`src/rtl/irq_pending_ctrl.sv`:
```
// Request stage ahead of the 8-bit priority encoder: edge capture, pending/mask, and a held-index handshake.
// Define IRQ_SYNC_EN to pass irq_in through a 2-flop synchronizer (adds 2 cycles of latency).
module irq_pending_ctrl #(
   parameter int TIMEOUT = 255,
   parameter int TO_W    = 8
) (
   input  logic       clk,
   input  logic       rst,
   input  logic [7:0] irq_in,
   input  logic [7:0] mask,
   input  logic       irq_ack,
   output logic [7:0] eligible,
   output logic       irq_out,
   output logic [2:0] irq_id,
   output logic       timeout
);

   typedef enum logic {IDLE, ACTIVE} state_t;

   state_t            state, state_d;
   logic [7:0]        irq_s;
   logic [7:0]        irq_prev;
   logic [7:0]        pending;
   logic [7:0]        pending_next;
   logic [7:0]        rise;
   logic [7:0]        clr;
   logic              irq_out_d;
   logic [2:0]        irq_id_d;
   logic              timeout_d;
   logic [TO_W-1:0]   counter, counter_d;

`ifdef IRQ_SYNC_EN
   logic [7:0] sync1, sync2;

   always_ff @(posedge clk or posedge rst) begin
      if (rst) begin
         sync1 <= '0;
         sync2 <= '0;
      end else begin
         sync1 <= irq_in;
         sync2 <= sync1;
      end
   end

   assign irq_s = sync2;
`else
   assign irq_s = irq_in;
`endif

   function automatic logic [2:0] top_index(input logic [7:0] v);
      top_index = 3'd0;
      for (int i = 0; i < 8; i++)
         if (v[i]) top_index = 3'(i);
   endfunction

   // A fresh edge on the bit being acknowledged wins over its clear.
   always_comb begin
      rise         = irq_s & ~irq_prev;
      clr          = (state == ACTIVE && irq_ack) ? (8'b1 << irq_id) : 8'b0;
      pending_next = (pending & ~clr) | rise;
   end

   // eligible follows pending one cycle behind, but drops an acked bit at once so IDLE never re-grants it.
   always_ff @(posedge clk or posedge rst) begin
      if (rst) begin
         irq_prev <= '0;
         pending  <= '0;
         eligible <= '0;
      end else begin
         irq_prev <= irq_s;
         pending  <= pending_next;
         eligible <= pending & ~clr & ~mask;
      end
   end

   always_ff @(posedge clk or posedge rst) begin
      if (rst) begin
         state   <= IDLE;
         irq_out <= 1'b0;
         irq_id  <= 3'd0;
         timeout <= 1'b0;
         counter <= '0;
      end else begin
         state   <= state_d;
         irq_out <= irq_out_d;
         irq_id  <= irq_id_d;
         timeout <= timeout_d;
         counter <= counter_d;
      end
   end

   // Grant from IDLE, then hold irq_id until ack or timeout.
   always_comb begin
      state_d   = state;
      irq_out_d = irq_out;
      irq_id_d  = irq_id;
      timeout_d = 1'b0;
      counter_d = counter;
      case (state)
         IDLE: begin
            if (eligible != 8'b0) begin
               irq_id_d  = top_index(eligible);
               irq_out_d = 1'b1;
               counter_d = '0;
               state_d   = ACTIVE;
            end
         end
         ACTIVE: begin
            if (irq_ack) begin
               irq_out_d = 1'b0;
               state_d   = IDLE;
            end else if (TIMEOUT != 0 && counter == TO_W'(TIMEOUT - 1)) begin
               irq_out_d = 1'b0;
               timeout_d = 1'b1;
               state_d   = IDLE;
            end else begin
               counter_d = counter + TO_W'(1);
            end
         end
         default: state_d = IDLE;
      endcase
   end

endmodule

```
`config.mk`:
```
export PLATFORM = sky130hd
export DESIGN_NAME = irq_pending_ctrl
export DESIGN_NICKNAME = d
export VERILOG_FILES = /design/src/rtl/irq_pending_ctrl.sv
export SDC_FILE = /design/constraint.sdc
export NUM_CORES = 1
export LEC_CHECK = 0
export CORE_UTILIZATION = 49
export DETAILED_ROUTE_END_ITERATION = 8
export PLACE_DENSITY = 0.86
export SLEW_MARGIN = 20
export SYNTH_ARGS = -nofsm -noshare
export SYNTH_HDL_FRONTEND = slang
export SYNTH_SLANG_ARGS = --single-unit
```
`constraint.sdc`:
```
create_clock -name clk -period 1.9 [get_ports clk]
set_clock_uncertainty 0.05 [all_clocks]
set_input_delay 0.285 -clock clk [delete_from_list [all_inputs] [get_ports clk]]
set_output_delay 0.285 -clock clk [all_outputs]
set_load 0.02 [all_outputs]
```
# == Yosys cells after proc, flatten, opt, wreduce, memory -nomap -nowiden ==
# Cells that the tools add are included.
# word_totals
register_bits,38
inputBits,19
out_inout_bits,13
elab_cells,51
# classes
n_addsub,1
eq_ne,5
n_shift,1
mux,23
n_bitwise,8
reduce_logical,5
# ops
op,n
$mux 8,4
$and 8x8->8,3
$not 8->8,3
$mux 3,6
$pmux 8 s2,1
$mux 1,10
$add 8x1->8 const B,1
$eq 8x8->1 const B,1
$or 8x8->8,1
$reduce_bool 8->1,1
$shl 1x3->8 const A,1
$ne 2x2->1 const B,3
$pmux 1 s2,2
$reduce_and 2->1,2
$ne 3x2->1 const B,1
$reduce_and 3->1,1
$logic_and 1x1->1,1
$not 1->1,1

# == Logic depth before layout (Yosys ltp) ==
# logic_depth
word_depth,7
mapped_depth,7
mapped_depth_nobuf,6

# == Worst setup path after synthesis ==
# Ideal clock, no wire load.
# synth_timing
path_kind,reg2reg
startpoint,register eligible[4]
endpoint,register counter[2]
setup_ns,0.082
t_arrival_ns,1.316
required_time_ns,1.768
setup_slack_ns,0.452
stages_incl_launch_ff,6
n_path_buf,1
period_less_slack_ns,1.448
path_cell_list,dfrtp_1 > nor4_4 > a21oi_2 > nand2b_4 > buf_6 > a31oi_1
# synth_between
elab_chain_len,3
# synth_rtl
element,line_no,text
from (decl),12,"output logic [7:0] eligible,"
from (signal assigned),72,eligible <= pending & ~clr & ~mask;
$reduce_bool 8->1,101,if (eligible != 8'b0) begin
$ne 2x2->1 (no line),n/a,
$reduce_and 3->1 (no line),n/a,
to (signal assigned),88,counter <= counter_d;
to (decl),30,"logic [TO_W-1:0] counter, counter_d;"
# Every way passes these cells.
# A chain may end at the register's enable or synchronous reset.

# == Final worst setup path ==
# layout_timing
startpoint,register irq_id[0]
endpoint,output irq_id[0]
# layout_lines
element,line_no,text
from (decl),14,"output logic [2:0] irq_id,"
from (signal assigned),86,irq_id <= irq_id_d;
# No word-level cell between the ends.

==> results.py <==
metrics = {
    "status": {
        "status": "finished with violations",
        "violations": "DRC",
    },
    "cells_and_area": {
        "area_growth_pct": 27.15,
        "antenna_cells": 0,
        "postLayoutCellArea_mm2": 0.001957,
        "nets": 196,
        "drive_gt1_share_pct": 8.523,
        "num-fill-cells": 227,
    },
    "sta": {
        "hold_ws_ns": 0.2741,
        "hold_violations": 0,
        "rsz0062_at_grt": "no",
        "slew_viol_final": 0,
        "setup_viol": 0,
        "clock.fmax_mhz": 545.8,
        "worstMarginPinSlew_ns": 0.4741,
        "min_period_over_period_pct": 96.43,
        "maxSlewHeadroom_pct": 68.39,
        "fin_crit_ns": 1.832,
        "finalSetupTns_ns": 0,
    },
    "synthesis": {
        "synth_top_area_share_pct": 61.79,
        "synth_xor_area_share_pct": 0,
        "yosysMostFrequentCell": "dfrtp_1",
        "synthSimpleGateAreaFrac_pct": 14.15,
        "ys_types": 28,
        "synth_area_mm2": 0.001539,
        "synth_area_leaders": "dfrtp_1, o21ai_1, nor2_1",
        "synth_top_cell_by_area": "dfrtp_1",
        "synth_edf_count": 0,
        "synth_fp_nets": 159,
        "synth_top_family_by_area": "compound AO/OA/AOI/OAI gates",
        "muxShareOfSynthArea_pct": 0.6504,
        "synth_ff_type": "dfrtp_1",
        "syn_area_per_cell_um2": 11.15,
        "ys_async_sr_fraction_pct": 100.0,
        "synth_commonest_cells": "dfrtp_1, nor2_1, o21ai_1, inv_1, a31oi_1",
        "yosys.area_share.adder_pct": 1.626,
        "ys_seq_elements": 38,
        "synth_warnings": 0,
        "synth_compound_area_share_pct": 17.32,
        "syn_inst": 138,
        "synth-seq-area-share_pct": 61.79,
    },
    "setup_path": {
        "required_ns": 1.56,
        "worstPathArrival_ns": 1.50,
        "startpoint_type": "register",
        "cp_top_family": "buffers and inverters",
        "cp_slowest_cell": "clkdlybuf4s50_1",
        "worstPathCellList": "clkdlybuf4s50_1",
        "end_kind": "primary output",
        "cpPeakStageDelay_ns": 0.66,
        "path_buf_inv": 1,
        "worstSetupPathType": "reg -> out",
        "crit_fanout": 7,
    },
    "global_routing": {
        "grt_usage_pct": 20.92,
        "grt_start_max_net_pins": 39,
        "grt_pass1_vias": 1168,
        "grt_overflow": 0,
        "antenna_found_initial": 0,
        "grt_first_pass_wirelength_mm": 5.168,
    },
    "clock_network": {
        "numCtsBuffers": 5,
        "clkTransAtPathRegs_ns": 0.11,
        "cts_sinks": 38,
        "ctsResizeCount": 0,
        "clock_path_buffers": 2,
        "cts_tree": "done",
        "cts-root-buf": "clkbuf_4",
        "cts_htree_levels": 2,
        "clock_latency_ns": 0.34,
        "post_cts_buffers": 0,
        "ctsHoldBuffers": 0,
    },
    "route": {
        "routed_wl_mm": 3.052,
        "drt_iter0_markers": 59,
        "drcViolationCount": 1,
        "avgRoutedWirePerCell_um": 14.00,
        "viasPerCell": 5.294,
        "ant_nets": 0,
        "via_count": 1154,
        "dr.pass1.iters": 6,
    },
    "floorplanning": {
        "initial_core_util_pct": 53.50,
        "rows": 19,
        "chipWidth_um": 58.04,
        "core_area_mm2": 0.002877,
        "die_area_mm2": 0.003369,
        "die_y_um": 58.04,
        "io_pins": 32,
    },
    "place": {
        "port_buffers": 31,
        "hpwl_mm": 2.178,
        "place.gp.congestion": 0.9189,
        "postPlaceCellArea_mm2": 0.001893,
    },
    "pwr": {
        "powerDensity_mw_per_mm2": 1252,
        "ir_worst_vdd_v": 0.0007436,
        "leakage_nw": 0.8276,
    },
    "hold_path": {
        "min_path_type": "in -> async",
    },
    "job": {
        "maxCapViolCount": 0,
    },
}
-- layer usage --
layer  GRT usage (%)  vias up  part of all wire [%]
met2           37.60       38                    53
met1           24.03      559                    40
met5               0        -                     0
met3           6.250        6                   5.0
li1                -      551                     -
met4           6.122        0                   1.4
-- cell usage in the layout (no fill, tap or decap), types with 2 or more instances in the layout --
master / instances
nand2b_1: 5
clkbuf_4: 5
clkdlybuf4s50_1: 31
inv_1: 14
nand2_1: 4
nand3_1: 4
ha_1: 2
a31oi_1: 7
dfrtp_1: 38
a21oi_1: 5
nor4_4: 2
o21ai_0: 6
o31ai_1: 2
nor2_1: 17
o21ai_1: 17
-- stage by stage --
step                      total power, mW  setup WS, ns  util, %  cells
after global placement              1.985        0.2302    65.81    210
after global routing                2.600       0.01035    68.03    218
final                               2.449       0.06780    68.03    218
after detailed placement            2.018        0.1668    65.81    210
after CTS                           2.465       0.05039    68.03    218
after floorplan                     1.705        0.4518        -    138
-- kinds of logic (layout without fill, tap and decap cells) --
group,count (synthesis),count (layout)
multiplexers,1,1
adder cells (fa/ha/maj),2,2
AND/OR/NAND/NOR,37,37
flip-flops,38,38
AO/OA/AOI/OAI,44,44
buffers and inverters,16,54
-- worst paths after layout --
path	startpoint	end	slack, ns	cells past startpoint
worst max-delay path	irq_id[0]	irq_id[0]	0.07	1
worst min-delay path	rst	counter[1]	0.27	3
worst max register to register	counter[0]	counter[3]	0.26	6
worst min register to register	irq_prev[1]	pending[1]	0.36	1
max in group asynchronous	rst	pending[1]	1.17	3
min in group clk	irq_in[7]	irq_prev[7]	0.35	1
-- flip-flops by register name, indices dropped and copies added (netlist names) --
register	count
state	1
pending	8
irq_prev	8
timeout	1
irq_out	1
eligible	8
counter	8
irq_id	3
-- final cells by class --
cell class | count | area, um^2 | area share [%]
flip-flops and latches | 38 | 950.9 | 48.59
multi-input cells | 84 | 519.2 | 26.53
inverters | 14 | 52.55 | 2.685
well taps | 42 | 52.55 | 2.685
clock buffers | 6 | 51.30 | 2.621
repair buffers | 32 | 317.8 | 16.24
clock inverters | 2 | 12.51 | 0.6394
-- where the power goes --
group	total, mW	internal, mW	switching [mW]
logic	0.782	0.372	0.410
clock network	0.440	0.178	0.262
registers	1.23	0.997	0.230
(Power assumes the default switching activity.)
